File: src/rtl/set_job_arbiter.sv
// -----------------------------------------------------------------------------
// set_job_arbiter
//   Two-port round-robin job scheduler in front of a single SET
//   candidate-counting core. It accepts one job at a time, starts the core,
//   captures the core result and returns it tagged with the requester id.
//
// Parameters
//   GAP      idle cycles after each response before the next accept (0 allowed)
//   TIMEOUT  WAIT-state cycle limit, >= 1 (used only with SET_ARB_TIMEOUT_EN)
//
// Build option
//   SET_ARB_TIMEOUT_EN  when defined, a job whose core never answers is
//                       closed after TIMEOUT WAIT cycles with rsp_err=1 and
//                       rsp_candidate=0. Undefined: rsp_err is tied low and
//                       WAIT exits only on core_valid.
//
// Ports
//   clk, rst                     clock, synchronous active-high reset
//   reqN_valid / reqN_ready      job offer / one-cycle accept pulse (N = 0,1)
//   reqN_central/radius/mode     job operands (24 / 12 / 2 bits)
//   rsp_valid, rsp_id            one-cycle response strobe, owning requester
//   rsp_candidate, rsp_err       captured result, timeout flag
//   core_en                      one-cycle start pulse to the core
//   core_central/radius/mode     operands held for the core
//   core_valid, core_candidate   core result strobe and value
//   job_cnt                      responses issued since reset (wraps)
//
// FSM states
//   state   | meaning
//   --------+--------------------------------------------------------------
//   S_IDLE  | waiting for a request; grants and latches operands
//   S_ISSUE | core_en high for this single cycle
//   S_WAIT  | waiting for core_valid (or timeout)
//   S_RESP  | rsp_valid high, response fields valid
//   S_GAP   | GAP idle cycles, no accepts
// -----------------------------------------------------------------------------
module set_job_arbiter #(
    parameter int         GAP     = 2,
    parameter logic [7:0] TIMEOUT = 8'd255
) (
    input  logic        clk,
    input  logic        rst,
    input  logic        req0_valid,
    output logic        req0_ready,
    input  logic [23:0] req0_central,
    input  logic [11:0] req0_radius,
    input  logic [1:0]  req0_mode,
    input  logic        req1_valid,
    output logic        req1_ready,
    input  logic [23:0] req1_central,
    input  logic [11:0] req1_radius,
    input  logic [1:0]  req1_mode,
    output logic        rsp_valid,
    output logic        rsp_id,
    output logic [7:0]  rsp_candidate,
    output logic        rsp_err,
    output logic        core_en,
    output logic [23:0] core_central,
    output logic [11:0] core_radius,
    output logic [1:0]  core_mode,
    input  logic        core_valid,
    input  logic [7:0]  core_candidate,
    output logic [15:0] job_cnt
);

    localparam int GAP_W = (GAP < 2) ? 1 : $clog2(GAP + 1);

    typedef enum logic [2:0] {
        S_IDLE,
        S_ISSUE,
        S_WAIT,
        S_RESP,
        S_GAP
    } state_t;

    state_t           state;
    logic             last_grant;
    logic             cur_id;
    logic [GAP_W-1:0] gap_cnt;
    logic             any_req;
    logic             grant_id;
    logic             accept;

`ifdef SET_ARB_TIMEOUT_EN
    logic [7:0]       wait_cnt;
`else
    assign rsp_err = 1'b0;
`endif

    // Ready must be asserted in the same cycle the request is seen, so the
    // grant is combinational; everything it triggers is registered. It is
    // gated by rst so nothing is accepted while reset is held.
    always_comb begin
        any_req = req0_valid | req1_valid;
        if (req0_valid && req1_valid) begin
            grant_id = ~last_grant;
        end else begin
            grant_id = req1_valid;
        end
        accept = !rst && (state == S_IDLE) && any_req;
    end

    assign req0_ready = accept & ~grant_id;
    assign req1_ready = accept &  grant_id;

    always_ff @(posedge clk) begin
        if (rst) begin
            state         <= S_IDLE;
            last_grant    <= 1'b1;
            cur_id        <= 1'b0;
            gap_cnt       <= '0;
            core_en       <= 1'b0;
            core_central  <= '0;
            core_radius   <= '0;
            core_mode     <= '0;
            rsp_valid     <= 1'b0;
            rsp_id        <= 1'b0;
            rsp_candidate <= '0;
            job_cnt       <= '0;
`ifdef SET_ARB_TIMEOUT_EN
            rsp_err       <= 1'b0;
            wait_cnt      <= '0;
`endif
        end else begin
            core_en   <= 1'b0;
            rsp_valid <= 1'b0;
            unique case (state)
                S_IDLE: begin
                    if (accept) begin
                        core_central <= grant_id ? req1_central : req0_central;
                        core_radius  <= grant_id ? req1_radius  : req0_radius;
                        core_mode    <= grant_id ? req1_mode    : req0_mode;
                        cur_id       <= grant_id;
                        last_grant   <= grant_id;
                        core_en      <= 1'b1;
                        state        <= S_ISSUE;
                    end
                end
                S_ISSUE: begin
`ifdef SET_ARB_TIMEOUT_EN
                    wait_cnt <= '0;
`endif
                    state <= S_WAIT;
                end
                S_WAIT: begin
                    // A result in the same cycle as the timeout terminal
                    // count takes priority and is reported without error.
                    if (core_valid) begin
                        rsp_candidate <= core_candidate;
                        rsp_id        <= cur_id;
                        rsp_valid     <= 1'b1;
                        job_cnt       <= job_cnt + 16'd1;
                        state         <= S_RESP;
`ifdef SET_ARB_TIMEOUT_EN
                        rsp_err       <= 1'b0;
                    end else if (wait_cnt == TIMEOUT - 8'd1) begin
                        // wait_cnt+1 would reach TIMEOUT on this cycle
                        rsp_candidate <= '0;
                        rsp_err       <= 1'b1;
                        rsp_id        <= cur_id;
                        rsp_valid     <= 1'b1;
                        job_cnt       <= job_cnt + 16'd1;
                        state         <= S_RESP;
                    end else begin
                        wait_cnt      <= wait_cnt + 8'd1;
`endif
                    end
                end
                S_RESP: begin
                    if (GAP == 0) begin
                        state <= S_IDLE;
                    end else begin
                        gap_cnt <= GAP_W'(GAP);
                        state   <= S_GAP;
                    end
                end
                S_GAP: begin
                    if (gap_cnt == GAP_W'(1)) begin
                        state <= S_IDLE;
                    end
                    gap_cnt <= gap_cnt - GAP_W'(1);
                end
                default: state <= S_IDLE;
            endcase
        end
    end

endmodule

File: config.mk
export PLATFORM = sky130hd
export DESIGN_NAME = set_job_arbiter
export DESIGN_NICKNAME = d
export VERILOG_FILES = /design/src/rtl/set_job_arbiter.sv
export SDC_FILE = /design/constraint.sdc
export NUM_CORES = 1
export LEC_CHECK = 0
export ABC_AREA = 1
export CORE_MARGIN = 2
export CORE_UTILIZATION = 30
export CTS_CLUSTER_SIZE = 30
export DETAILED_ROUTE_END_ITERATION = 8
export GPL_TIMING_DRIVEN = 0
export HOLD_SLACK_MARGIN = 0.02
export PLACE_DENSITY = 0.65
export SLEW_MARGIN = 10
export SYNTH_ARGS = -nofsm -noshare
export SYNTH_HDL_FRONTEND = slang
export SYNTH_SLANG_ARGS = --single-unit
File: constraint.sdc
create_clock -name clk -period 1.45 [get_ports clk]
set_clock_uncertainty 0.15 [all_clocks]
set_input_delay 0.29 -clock clk [delete_from_list [all_inputs] [get_ports clk]]
set_output_delay 0.29 -clock clk [all_outputs]
set_load 0.05 [all_outputs]
==> flow_metrics.tcl, run 1 <==
set metrics [dict create \
    max_freq_ghz 0.514 \
    syn_to_final_growth_pct 64.3 \
    vias 3643 \
    grt_max_degree 12 \
    place_congestion 0.838 \
    cts_inserted_buffers 9 \
    required_ns 1.01 \
    whs_path_depth 2 \
    ios 157 \
    cts_tree "done" \
    rows 37 \
    dieArea_um2 11600 \
    power_density_nw_per_um2 1040 \
    r2r_slack_ns -0.25 \
    synth_seq_cells 72 \
    end_kind "output port" \
    drtAntennaViolNets 0 \
    finalSetupViolations 66 \
    status "finished with violations" \
    cts.sinks 72 \
    cts_hold_buffers 0 \
    synth_seq_area_share 0.448 \
    syn_avg_cell_area_um2 6.61 \
    drt-vias-per-instance 4.51 \
    dp_hpwl_um 7760 \
    wl_per_cell_um 12.9 \
    rsz0062_at_grt "true" \
    whs_endpoint "core_central[5]$_SDFFE_PP0P_" \
    setup.worst_path.class "in -> out" \
    leakagePower_nw 2.37 \
    pre_cts_slack_ns -1.34 \
    violations "negative setup slack" \
    die_w_um 108 \
    synth.most_common_cell "nand2_1" \
    synthArstFlopShare 0 \
    synth_edf_count 0 \
    yosys_warnings 0 \
    cts.clk_slew.worst_paths_ns 0.07 \
    reg2reg_depth 9 \
    track_usage 0.180 \
    synth_cell_types 26 \
    min_period_ns 1.95 \
    cts-root-buf "clkbuf_8" \
    grt-ovfl-total 0 \
    dieHeight_um 108 \
    hp-class "reg -> reg" \
    yosysTopAreaCell "dfxtp_1" \
    dr.pass1.iters 4 \
    clk_latency_ns 0.34 \
    r2r_end "job_cnt[13]$_SDFFE_PP0P_" \
    syn_inst 486 \
    synth_commonest_cells "nand2_1 (242), dfxtp_1 (72), a21oi_1 (60), nor2_1 (25), inv_1 (20)" \
    synth_area_leaders "dfxtp_1 (45%), nand2_1 (28%), a21oi_1 (9.3%)" \
    fin_cells 808 \
    drtIter0Drc 113 \
    p_total_w 0.00550 \
    regToRegStartpoint "state[0]$_SDFFE_PP0P_" \
    initial_utilization 0.310 \
    synthesis.area_um2 3210 \
    grt_pass1_vias 3409 \
    finalWorstSetupSlack_ns -0.496 \
    nFillCells 1071 \
    htreeDepth 3 \
    core_area_um2 10400 \
    path_max_fanout 8 \
    syn_nets 577 \
    grt_pass1_wl_um 16200 \
    start_kind "input port" \
    num-nets-final 759 \
    antenna_cells 0 \
    cap_violations 0 \
    peakVddDrop_uv 412 \
    finalHoldViolCount 0 \
    routed_wl_um 10500 \
    drcViolationCount 0 \
    io_buffers 155 \
    max-clock-path-buffers 2 \
    min_period_over_period 1.34 \
    synth_top_cell_area_share 0.448 \
    crit_arrival_ns 1.51 \
    dp.cells 777 \
    drive_gt1_frac 0.269 \
    hp-start "core_central[5]$_SDFFE_PP0P_" \
    synth_ff_type "dfxtp_1" \
    drv_slew 0 \
    antenna_found_initial 0 \
]
==> cell usage in the layout (no fill, tap or decap), types with 3 or more instances in the layout <==
master	netlist	routed
nand2_1	242	228
clkdlybuf4s50_1	0	88
dfxtp_1	72	58
a21oi_1	60	52
buf_2	11	48
nor2_1	25	19
buf_4	3	17
inv_1	20	16
buf_6	0	14
clkbuf_4	0	14
nand2_2	0	11
clkbuf_8	0	10
dfxtp_2	0	10
nand3_1	11	9
clkbuf_2	0	9
a21oi_2	0	8
o21ai_0	9	7
clkinv_2	0	5
nor2_2	1	4
nor2_4	1	4
buf_8	0	4
nand4_1	4	4
dfxtp_4	0	4
nand2_4	0	3
==> critical path, stage by stage <==
cell and delay (ns):
clkdlybuf4s50_1 0.52, inv_2 0.11, nand3b_4 0.13, inv_4 0.04, buf_8 0.11, nand2_4 0.06
clkinvlp_4 0.09, buf_8 0.15
==> stage by stage <==
stage	hold slack (ns)	setup TNS (ns)	utilization	cell area, µm²
6_report	0.311	-6.76	0.509	5280
5_1_grt	0.329	-11.86	0.509	5280
4_1_cts	0.313	-1.82	0.484	5010
3_5_place_dp	0.305	-46.35	0.482	5000
3_3_place_gp	0.301	-46.39	0.482	5000
2_1_floorplan	0.283	-0.212	-	3280
==> timing repair <==
item,CTS,global route
gates cloned,3,1
pin swaps,5,11
setup buffers,7,6
resized for setup,389,64
endpoints found under the setup margin,133,79
==> registers in the layout, summed over array words and instances, names as in the netlist <==
signal / count
core_central: 24
job_cnt: 16
core_radius: 12
rsp_candidate: 8
state: 3
core_mode: 2
gap_cnt: 2
core_en: 1
cur_id: 1
last_grant: 1
rsp_id: 1
rsp_valid: 1
==> worst max-delay path by stage <==
stage	from	to	slack (ns)	cells past startpoint
5_1_grt	req0_valid	req1_ready	-0.57	8
3_3_place_gp	rst	req1_ready	-1.37	8
3_5_place_dp	rst	req1_ready	-1.34	8
4_1_cts	state[1]$_SDFFE_PP0P_	req1_ready	-0.50	7
2_1_floorplan	state[0]$_SDFFE_PP0P_	req0_ready	-0.11	4
6_report	rst	req1_ready	-0.50	8
==> report_power, final <==
part           switching [W]  leakage, nW  internal, W  total [W]
Clock               0.000725       0.0854     0.000596    0.00132
Sequential         0.0000912        0.594      0.00214    0.00223
Combinational        0.00117         1.69     0.000775    0.00194
==> final cells by class <==
type	count	area (µm²)	area share
inverters	21	97.6	0.0185
plain buffers	26	225	0.0426
clock buffers	10	128	0.0242
flip-flops and latches	72	1470	0.278
repair buffers	171	1450	0.275
well taps	136	170	0.0322
multi-input cells	367	1720	0.325
clock inverters	5	25.0	0.00474
==> cell families (layout without fill, tap and decap cells) <==
logic type | count (synthesis) | after routing | synth area share
other | 1 | 1 | 0.00117
adders and majority gates | 2 | 2 | 0.00778
and+or+nand+nor | 292 | 292 | 0.365
AOI/OAI and AO/OA | 71 | 71 | 0.112
buffers and inverters | 47 | 233 | 0.0627
DFF | 72 | 72 | 0.448
xor gates and xnor gates | 1 | 1 | 0.00273
==> metal layers <==
metal	GRT usage	wire length (µm)	share of wire
met2	0.305	4940	0.47
met5	0	0	0
met3	0.0799	1010	0.096
met1	0.206	4380	0.42
met4	0.0476	136	0.013
No activity file was read; power rests on OpenSTA's default activity.
==> inputs of run 2 (changes only) <==
CORE_UTILIZATION = 37   (was 30)
PLACE_DENSITY = 0.77   (was 0.65)
REMOVE_ABC_BUFFERS = 1   (was default)
==> run 2 against run 1 <==
Net effect:
- the run still ends with negative setup slack left
- power rose by 5.5%
- core utilization up 13 points
- cell area is 3.9% higher
- die area is 18% lower
- sequential power barely moved
- largest cell class unchanged
==> flow_metrics.tcl, run 2 (synthesis gave the netlist of run 1 again) <==
set metrics [dict create \
    cts_tree "done" \
    status "finished with violations" \
    grt_pass1_wl_um 17800 \
    largest_reg_flops 24 \
    finalSetupTns_ns -9.88 \
    track_usage 0.238 \
    cts.clk_slew.worst_paths_ns 0.07 \
    layout_common_cells "nand2_1 (229), clkdlybuf4s50_1 (85), dfxtp_1 (66)" \
    power_density_nw_per_um2 1060 \
    violations "negative setup slack" \
    finalWorstSetupSlack_ns -0.488 \
    syn_to_final_growth_pct 70.7 \
    wl_per_cell_um 15.6 \
    netSwitchingFraction 0.373 \
    hp-class "in -> reg" \
    rows 34 \
    p_clk_frac 0.235 \
    path_max_fanout 3 \
    dieArea_um2 9450 \
    drt-vias-per-instance 4.94 \
    setup.worst_path.class "reg -> out" \
    place_area_um2 4790 \
    min_period_over_period 1.34 \
    finalSetupViolations 64 \
    ios 157 \
    cap_violations 0 \
    initial_utilization 0.376 \
    peakVddDrop_uv 573 \
    required_ns 1.01 \
    start_kind "flip-flop" \
    leakagePower_nw 2.44 \
    nFillCells 761 \
    comb_power_share 0.378 \
    finalHoldViolCount 0 \
    routed_wl_um 12300 \
    max_freq_ghz 0.516 \
    num-nets-final 769 \
    min_period_ns 1.94 \
    crit_arrival_ns 1.50 \
    p_switching_w 0.00216 \
    grt-ovfl-total 0 \
    htreeDepth 3 \
    whs_ns 0.104 \
    grt_pass1_vias 3631 \
    intPower_w 0.00363 \
    drv_slew 0 \
    dieHeight_um 97.2 \
    drtAntennaViolNets 0 \
    end_kind "output port" \
    final_common_cell "nand2_1" \
    grt_max_degree 25 \
    cts-root-buf "clkbuf_8" \
    max-clock-path-buffers 2 \
    io_buffers 155 \
    drcViolationCount 0 \
    regMostFlops "core_central" \
    cts.sinks 72 \
    antenna_cells 0 \
    fin_area_um2 5490 \
    cts_hold_buffers 0 \
    drtIter0Drc 102 \
    place_congestion 0.776 \
    p_seq_frac 0.387 \
    clk_latency_ns 0.34 \
    die_w_um 97.2 \
    largestRegisters "core_central (24), job_cnt (16), core_radius (12)" \
    core_area_um2 8550 \
    drive_gt1_frac 0.274 \
    cts_inserted_buffers 9 \
    antenna_found_initial 0 \
    dr.pass1.iters 4 \
    pre_cts_slack_ns -3.07 \
    dp_hpwl_um 6480 \
    p_total_w 0.00580 \
    vias 3890 \
    rsz0062_at_grt "true" \
]
==> run 2: cell types whose count changed in the layout (fill, tap and decap cells not counted), moves of 5 or more <==
cell	previous run	this run
dfxtp_2	10	4
dfxtp_1	58	66
o21ai_0	7	2
buf_4	17	22
clkbuf_2	9	0
clkbuf_4	14	5
clkinvlp_4	1	9
==> run 2: power groups by stage <==
| stage | clock network [W] | logic [W] | registers, W |
|---|---|---|---|
| 2_1_floorplan | 0 | 0.000514 | 0.00272 |
| 3_3_place_gp | 0 | 0.00165 | 0.00227 |
| 3_5_place_dp | 0 | 0.00167 | 0.00228 |
| 4_1_cts | 0.00139 | 0.00193 | 0.00224 |
| 5_1_grt | 0.00148 | 0.00232 | 0.00226 |
| 6_report | 0.00136 | 0.00219 | 0.00224 |
==> run 2: what timing repair did <==
item,4_1_cts,5_1_grt
pin swaps,5,12
resized for setup,394,71
endpoints found under the setup margin,133,81
buffers inserted,18,14
cloned,15,5
==> run 2: worst paths after layout <==
path | from | end | slack, ns | cells after the start
max | state[0]$_SDFFE_PP0P_ | req0_ready | -0.49 | 5
max reg2reg | state[0]$_SDFFE_PP0P_ | core_radius[5]$_SDFFE_PP0P_ | -0.24 | 8
min reg2reg | rsp_candidate[6]$_SDFFE_PP0P_ | rsp_candidate[6]$_SDFFE_PP0P_ | 0.31 | 2
min | rst | rsp_candidate[7]$_SDFFE_PP0P_ | 0.10 | 2
==> run 2: worst max-delay path, cell delays in order (launching register included) <==
cell and delay (ns):
dfxtp_4 0.35, nor3_4 0.23, nand3b_4 0.18, buf_6 0.17
nor2_4 0.08, buf_6 0.16
==> run 2: final cells by class <==
class | instances | area [µm²] | share of cell area
Multi-Input combinational cell | 374 | 1850 | 0.338
Timing Repair Buffer | 189 | 1670 | 0.304
Sequential cell | 72 | 1450 | 0.265
Clock buffer | 12 | 155 | 0.0283
Tap cell | 108 | 135 | 0.0246
Timing Repair inverter | 11 | 114 | 0.0208
Inverter | 21 | 103 | 0.0187
Clock inverter | 1 | 5.00 | 0.000912
==> run 2: metal layers <==
metal / track usage / up-vias / share of wire
met2: 0.426 / 177 / 0.51
met3: 0.0698 / 15 / 0.10
met1: 0.268 / 1772 / 0.38
li1: - / 1926 / -
met5: 0 / - / 0
met4: 0.0834 / 0 / 0.014
==> run 2: stage by stage <==
step / cells / utilization
finish: 788 / 0.641
global placement: 723 / 0.559
detailed placement: 724 / 0.561
global route: 788 / 0.641
CTS: 770 / 0.596
floorplan: 460 / -
